## src/rtl/ps2_host_tx_if.sv

```systemverilog
// Command-byte handshake between a PS/2 host transmitter and the logic that
// issues commands to it.
interface ps2_host_tx_if;
    logic [7:0] tx_data;
    logic       tx_start;
    logic       tx_busy;
    logic       tx_done;
    logic       tx_err;

    modport master (
        output tx_data, tx_start,
        input  tx_busy, tx_done, tx_err
    );

    modport slave (
        input  tx_data, tx_start,
        output tx_busy, tx_done, tx_err
    );
endinterface

```

## src/rtl/ps2_host_tx.sv

```systemverilog
// Host-to-device PS/2 transmitter: inhibits the bus, requests to send, then
// shifts out start/data/parity/stop on device clock falling edges and checks the ack.
module ps2_host_tx #(
    parameter int INHIBIT_CYCLES = 5000,
    parameter int TIMEOUT_CYCLES = 1000000
) (
    input  logic         clk,
    input  logic         clr,
    ps2_host_tx_if.slave tx,
    input  logic         ps2_clk_in,
    input  logic         ps2_data_in,
    output logic         ps2_clk_oe,
    output logic         ps2_data_oe
);
    localparam int INH_W = (INHIBIT_CYCLES > 1) ? $clog2(INHIBIT_CYCLES) : 1;
    localparam int TO_W  = (TIMEOUT_CYCLES > 1) ? $clog2(TIMEOUT_CYCLES) : 1;

    typedef enum logic [2:0] {
        IDLE, INHIBIT, REQ, START, ACK, WAIT_IDLE, DONE, ERR
    } state_t;

    state_t             state_q, state_d;
    logic [1:0]         clk_sync_q, data_sync_q;
    logic [1:0]         clk_hist_q;
    logic               clk_s, data_s, fe, timeout;
    logic [INH_W-1:0]   inh_cnt_q, inh_cnt_d;
    logic [TO_W-1:0]    to_cnt_q, to_cnt_d;
    logic [3:0]         bit_cnt_q, bit_cnt_d;
    logic [8:0]         shift_q, shift_d;
    logic               data_oe_q, data_oe_d;

    assign clk_s  = clk_sync_q[1];
    assign data_s = data_sync_q[1];
    // Two high samples must precede the low one, so a low spike right after a
    // rising edge never counts as a falling edge.
    assign fe      = (clk_hist_q == 2'b11) && !clk_s;
    assign timeout = (to_cnt_q == TO_W'(TIMEOUT_CYCLES - 1));

    always_ff @(posedge clk) begin
        // NOTE: every register here uses <= so all of them update from the same
        // pre-edge values; blocking assignments would make the order matter.
        if (clr) begin
            state_q     <= IDLE;
            clk_sync_q  <= '1;
            data_sync_q <= '1;
            clk_hist_q  <= '1;
            inh_cnt_q   <= '0;
            to_cnt_q    <= '0;
            bit_cnt_q   <= '0;
            shift_q     <= '1;
            data_oe_q   <= 1'b0;
        end else begin
            state_q     <= state_d;
            clk_sync_q  <= {clk_sync_q[0], ps2_clk_in};
            data_sync_q <= {data_sync_q[0], ps2_data_in};
            clk_hist_q  <= {clk_hist_q[0], clk_s};
            inh_cnt_q   <= inh_cnt_d;
            to_cnt_q    <= to_cnt_d;
            bit_cnt_q   <= bit_cnt_d;
            shift_q     <= shift_d;
            data_oe_q   <= data_oe_d;
        end
    end

    always_comb begin
        // NOTE: defaults first so every path assigns every output; a missed
        // branch would otherwise infer a latch.
        state_d   = state_q;
        inh_cnt_d = '0;
        bit_cnt_d = bit_cnt_q;
        shift_d   = shift_q;
        data_oe_d = data_oe_q;

        unique case (state_q)
            IDLE: begin
                bit_cnt_d = '0;
                if (tx.tx_start) begin
                    shift_d = {1'b1, ~^tx.tx_data, tx.tx_data};
                    state_d = INHIBIT;
                end
            end
            INHIBIT: begin
                if (inh_cnt_q == INH_W'(INHIBIT_CYCLES - 1)) state_d = REQ;
                else inh_cnt_d = inh_cnt_q + INH_W'(1);
            end
            REQ: state_d = START;
            START: begin
                if (fe) begin
                    data_oe_d = ~shift_q[0];
                    shift_d   = {1'b1, shift_q[8:1]};
                    bit_cnt_d = bit_cnt_q + 4'd1;
                    if (bit_cnt_q == 4'd9) state_d = ACK;
                end else if (timeout) begin
                    state_d = ERR;
                end
            end
            ACK: begin
                if (fe) state_d = data_s ? ERR : WAIT_IDLE;
                else if (timeout) state_d = ERR;
            end
            WAIT_IDLE: begin
                if (clk_s && data_s) state_d = DONE;
                else if (timeout) state_d = ERR;
            end
            DONE:    state_d = IDLE;
            ERR:     state_d = IDLE;
            default: state_d = IDLE;
        endcase

        // The start bit goes out with REQ; every state that must leave data
        // released forces it off on the transition into that state.
        if (state_d == REQ) data_oe_d = 1'b1;
        else if (state_d inside {IDLE, INHIBIT, ACK, WAIT_IDLE, DONE, ERR}) data_oe_d = 1'b0;

        to_cnt_d = '0;
        if ((state_q inside {START, ACK, WAIT_IDLE}) && (state_d == state_q) && !fe)
            to_cnt_d = to_cnt_q + TO_W'(1);
    end

    assign ps2_clk_oe  = (state_q == INHIBIT) || (state_q == REQ);
    assign ps2_data_oe = data_oe_q;
    assign tx.tx_busy  = (state_q != IDLE);
    assign tx.tx_done  = (state_q == DONE);
    assign tx.tx_err   = (state_q == ERR);
endmodule

```

## src/flat_wrapper.sv

```systemverilog
// flat-port wrapper written by rule: the top's interface ports become plain ports
module ps2_host_tx_flat 
#(
    parameter int INHIBIT_CYCLES = 5000,
    parameter int TIMEOUT_CYCLES = 1000000
)
  (clk, clr, ps2_clk_in, ps2_data_in, ps2_clk_oe, ps2_data_oe, tx_tx_data, tx_tx_start, tx_tx_busy, tx_tx_done, tx_tx_err);
  ps2_host_tx_if tx_i ();
  input  logic clk;
  input  logic clr;
  input  logic ps2_clk_in;
  input  logic ps2_data_in;
  output logic ps2_clk_oe;
  output logic ps2_data_oe;
  input wire logic [$bits(tx_i.tx_data)-1:0] tx_tx_data;
  input wire logic [$bits(tx_i.tx_start)-1:0] tx_tx_start;
  output wire logic [$bits(tx_i.tx_busy)-1:0] tx_tx_busy;
  output wire logic [$bits(tx_i.tx_done)-1:0] tx_tx_done;
  output wire logic [$bits(tx_i.tx_err)-1:0] tx_tx_err;
  assign tx_i.tx_data = tx_tx_data;
  assign tx_i.tx_start = tx_tx_start;
  assign tx_tx_busy = tx_i.tx_busy;
  assign tx_tx_done = tx_i.tx_done;
  assign tx_tx_err = tx_i.tx_err;
  ps2_host_tx #(.INHIBIT_CYCLES(INHIBIT_CYCLES), .TIMEOUT_CYCLES(TIMEOUT_CYCLES)) u_core (.clk(clk), .clr(clr), .tx(tx_i), .ps2_clk_in(ps2_clk_in), .ps2_data_in(ps2_data_in), .ps2_clk_oe(ps2_clk_oe), .ps2_data_oe(ps2_data_oe));
endmodule
```

## config.mk

```make
export PLATFORM = sky130hd
export DESIGN_NAME = ps2_host_tx_flat
export DESIGN_NICKNAME = d
export VERILOG_FILES = /design/src/rtl/ps2_host_tx_if.sv /design/src/rtl/ps2_host_tx.sv /design/src/flat_wrapper.sv
export SDC_FILE = /design/constraint.sdc
export NUM_CORES = 1
export LEC_CHECK = 0
export BUFFER_PORTS_ARGS = -buffer_cell sky130_fd_sc_hd__buf_4
export CORE_MARGIN = 2
export CORE_UTILIZATION = 40
export CTS_BUF_LIST = sky130_fd_sc_hd__clkbuf_16
export CTS_CLUSTER_DIAMETER = 150
export CTS_CLUSTER_SIZE = 30
export DETAILED_ROUTE_END_ITERATION = 8
export PLACE_DENSITY = 0.6
export SYNTH_ARGS = -nofsm -noshare
export SYNTH_HDL_FRONTEND = slang
export SYNTH_SLANG_ARGS = --single-unit
```

## constraint.sdc

```tcl
create_clock -name clk -period 2.9 [get_ports clk]
set_input_delay 0.58 -clock clk [delete_from_list [all_inputs] [get_ports clk]]
set_output_delay 0.58 -clock clk [all_outputs]
set_load 0.02 [all_outputs]
```

==> metrics <==
Period minus WS final=2.252 ns; Period Utilization, post-route=77.65%; Area Growth Syn to Fin=12.48%; Syn Inst Count=327; remaining global-route overflow=0; Critical Path RT=3.07 ns; R2R Path Start=u_core.to_cnt_q[0]; CTS sink count=56; DP HPWL=3567 um; Initial DRT Pass Iterations=4; pwr dens=482.6 nW/um^2; Post-Route WL=5146 um; fin nets=359; clk buf depth=2; TNS Setup=0 ns; Finish-stage setup viols=0; Cells after DPL=412; cts hold-fix bufs=0; Skew-Pair Late Insertion Delay=0.29 ns; die height=86.28 um; Root Buffer=clkbuf_16; Leakage Power=1.150 nW; layer with the highest usage=met2; H-tree lvl count=2; cts bufs inserted=5; Die Width=86.28 um; CP Class=flip-flop to flip-flop; status=finished, final reports clean; Fmax=444.1 MHz; post_cts resized=0; Critical Path Sink=u_core.to_cnt_q[17]; post-synthesis sequential area ratio=41.40%; worst min-delay path class=flip-flop to flip-flop; Slew Limit Fails=0; die area=7443 um^2; Worst Max-Slew Pin Slew=0.5212 ns; RSZ-0062 raised after global routing=no; endpoints failing hold=0; Top FF cell, synth=dfxtp_1; GPL Wtd Cong=0.7654; Yosys reg bits=56; GRT Util Overall=15.26%; met3 Resource Use GR=3.429%; crit end category=flip-flop; starting density of the core=41.92%; DRC violation count after routing=0; Critical Path Fanout Max=20; Mapped Area=2708 um^2; IO Pins=18; reg2reg setup slack=0.65 ns; # Post-CTS Setup Buffers=0; vias in the first global route=2096; largest net degree at the start of global routing=21; FFs w/ async S/R, synth=0%; ant diodes=0; clk_skew=0.008046 ns; met2 GRT Util=24.95%; Reg clk slew, reported paths=0.07 ns; Hold WS=0.4114 ns; vias per inst=5.131; Register-to-Register Path Depth=7; FF-to-FF End=u_core.to_cnt_q[17]; via count=2155; core area=6459 um^2; commonest non-fill, non-tap cell in the layout=dfxtp_1; Post-synth EDFFs=0; share of cells above drive strength 1=11.08%; Filler cells=672; Crit path arrival time=2.42 ns; Rel. slew slack=64.96%; Yosys Warn Count=0; average size of a mapped cell=8.280 um^2; antenna viol nets, final=0; IO Port Bufs=17; startpoint types=flip-flop; CTS tree=built; # rows=29; Netlist cell types=43; first-pass GRT wire length=9356 um; Crit. Startpoint=u_core.to_cnt_q[0]; worst vdd ir=0.2250 mV; Iter 0 DRT Violations=62; initial antenna violation count=0; most frequent cells in the layout=dfxtp_1 (56), nor2_1 (48), nand2_1 (44), xnor2_1 (22), buf_4 (21); non-filler cells in the finished layout=420; grt met1 use=20.32%; # Max-Cap Violations=0; Post-Syn Nets=344; Pwr Total=0.001470 W; WL/cell=12.25 um
[report_power, final]
group,leakage [nW],switching [W],internal [W]
Combinational,0.627,0.0000491,0.0000477
Clock,0.0687,0.000264,0.000315
Sequential,0.454,0.0000108,0.000783
Total,1.15,0.000324,0.00115
[metrics by stage]
| stage | util, % | setup slack, ns | area [um^2] |
|---|---|---|---|
| 2_1_floorplan | - | 0.8971 | 2708 |
| 3_3_place_gp | 44.98 | 0.7247 | 2905 |
| 3_5_place_dp | 44.98 | 0.6454 | 2905 |
| 4_1_cts | 47.15 | 0.6349 | 3045 |
| 5_1_grt | 47.15 | 0.4239 | 3045 |
| 6_report | 47.15 | 0.6480 | 3045 |
[registers in the layout, summed over array words and instances, names as in the netlist]
name                flops
u_core.ps2_data_oe      1
u_core.state_q          3
u_core.inh_cnt_q       13
u_core.clk_sync_q       2
u_core.shift_q          9
u_core.clk_hist_q       2
u_core.to_cnt_q        20
u_core.bit_cnt_q        4
u_core.data_sync_q      2
[critical path, cell delays in order (launching register included)]
cell     delay, ns
dfxtp_1       0.39
ha_1          0.22
nand2_1       0.17
or4_1         0.56
nor4_1        0.28
o32a_1        0.19
buf_4         0.23
nor3b_1       0.08
[layout make-up]
type / instances / area, um^2 / area share (%)
multi-input cells: 249 / 1496 / 49.14
flip-flops and latches: 56 / 1121 / 36.81
repair buffers: 21 / 157.7 / 5.177
clock buffers: 5 / 125.1 / 4.108
well taps: 77 / 96.34 / 3.164
inverters: 9 / 33.78 / 1.109
clock inverters: 3 / 15.01 / 0.4930
[how the worst min path moves through the flow]
stage                     slack (ns)                     to  cells after the start                   from
final                           0.41   u_core.clk_sync_q[1]                      1   u_core.clk_sync_q[0]
after floorplan                 0.39   u_core.clk_sync_q[1]                      1   u_core.clk_sync_q[0]
after global routing            0.43  u_core.data_sync_q[1]                      1  u_core.data_sync_q[0]
after CTS                       0.41   u_core.clk_sync_q[1]                      1   u_core.clk_sync_q[0]
after global placement          0.39   u_core.clk_sync_q[1]                      1   u_core.clk_sync_q[0]
after detailed placement        0.40   u_core.clk_sync_q[1]                      1   u_core.clk_sync_q[0]
[cells by family (layout without fill, tap and decap cells)]
| kind of cell | Yosys count | in the layout | share of synthesized area, % |
|---|---|---|---|
| adder cells (fa/ha/maj) | 4 | 4 | 1.849 |
| AO/OA/AOI/OAI | 26 | 26 | 6.747 |
| AND/OR/NAND/NOR | 181 | 181 | 34.38 |
| flip-flops | 56 | 56 | 41.40 |
| buffers and inverters | 22 | 38 | 3.327 |
| XOR/XNOR | 38 | 38 | 12.29 |
[cells in the mapped netlist (2+ instances only)]
master / instances / area share, %
a21oi_1: 2 / 0.37
ha_1: 4 / 1.8
nand2_1: 44 / 6.1
and3_1: 13 / 3.0
inv_1: 9 / 1.2
nand4b_1: 2 / 0.65
nand4_1: 6 / 1.4
nand3_1: 8 / 1.5
buf_2: 6 / 1.1
nor3b_1: 10 / 2.8
or4_1: 2 / 0.55
xnor2_1: 22 / 7.1
or2_2: 6 / 1.4
and2_1: 4 / 0.92
and4_1: 3 / 0.97
dfxtp_1: 56 / 41
clkbuf_1: 7 / 0.97
xor2_1: 16 / 5.2
nor4_1: 6 / 1.4
a31oi_1: 4 / 0.92
nor3_1: 15 / 2.8
nand2b_1: 4 / 0.92
nor2_1: 48 / 6.7
o21ai_0: 10 / 1.8
nand3b_1: 2 / 0.55
[metal layers]
| layer | up-vias | wire length, um |
|---|---|---|
| met5 | - | 0 |
| met4 | 0 | 46 |
| met3 | 4 | 122 |
| met2 | 17 | 2336 |
| met1 | 994 | 2640 |
| li1 | 1140 | - |
No activity file was read; power rests on OpenSTA's default activity.
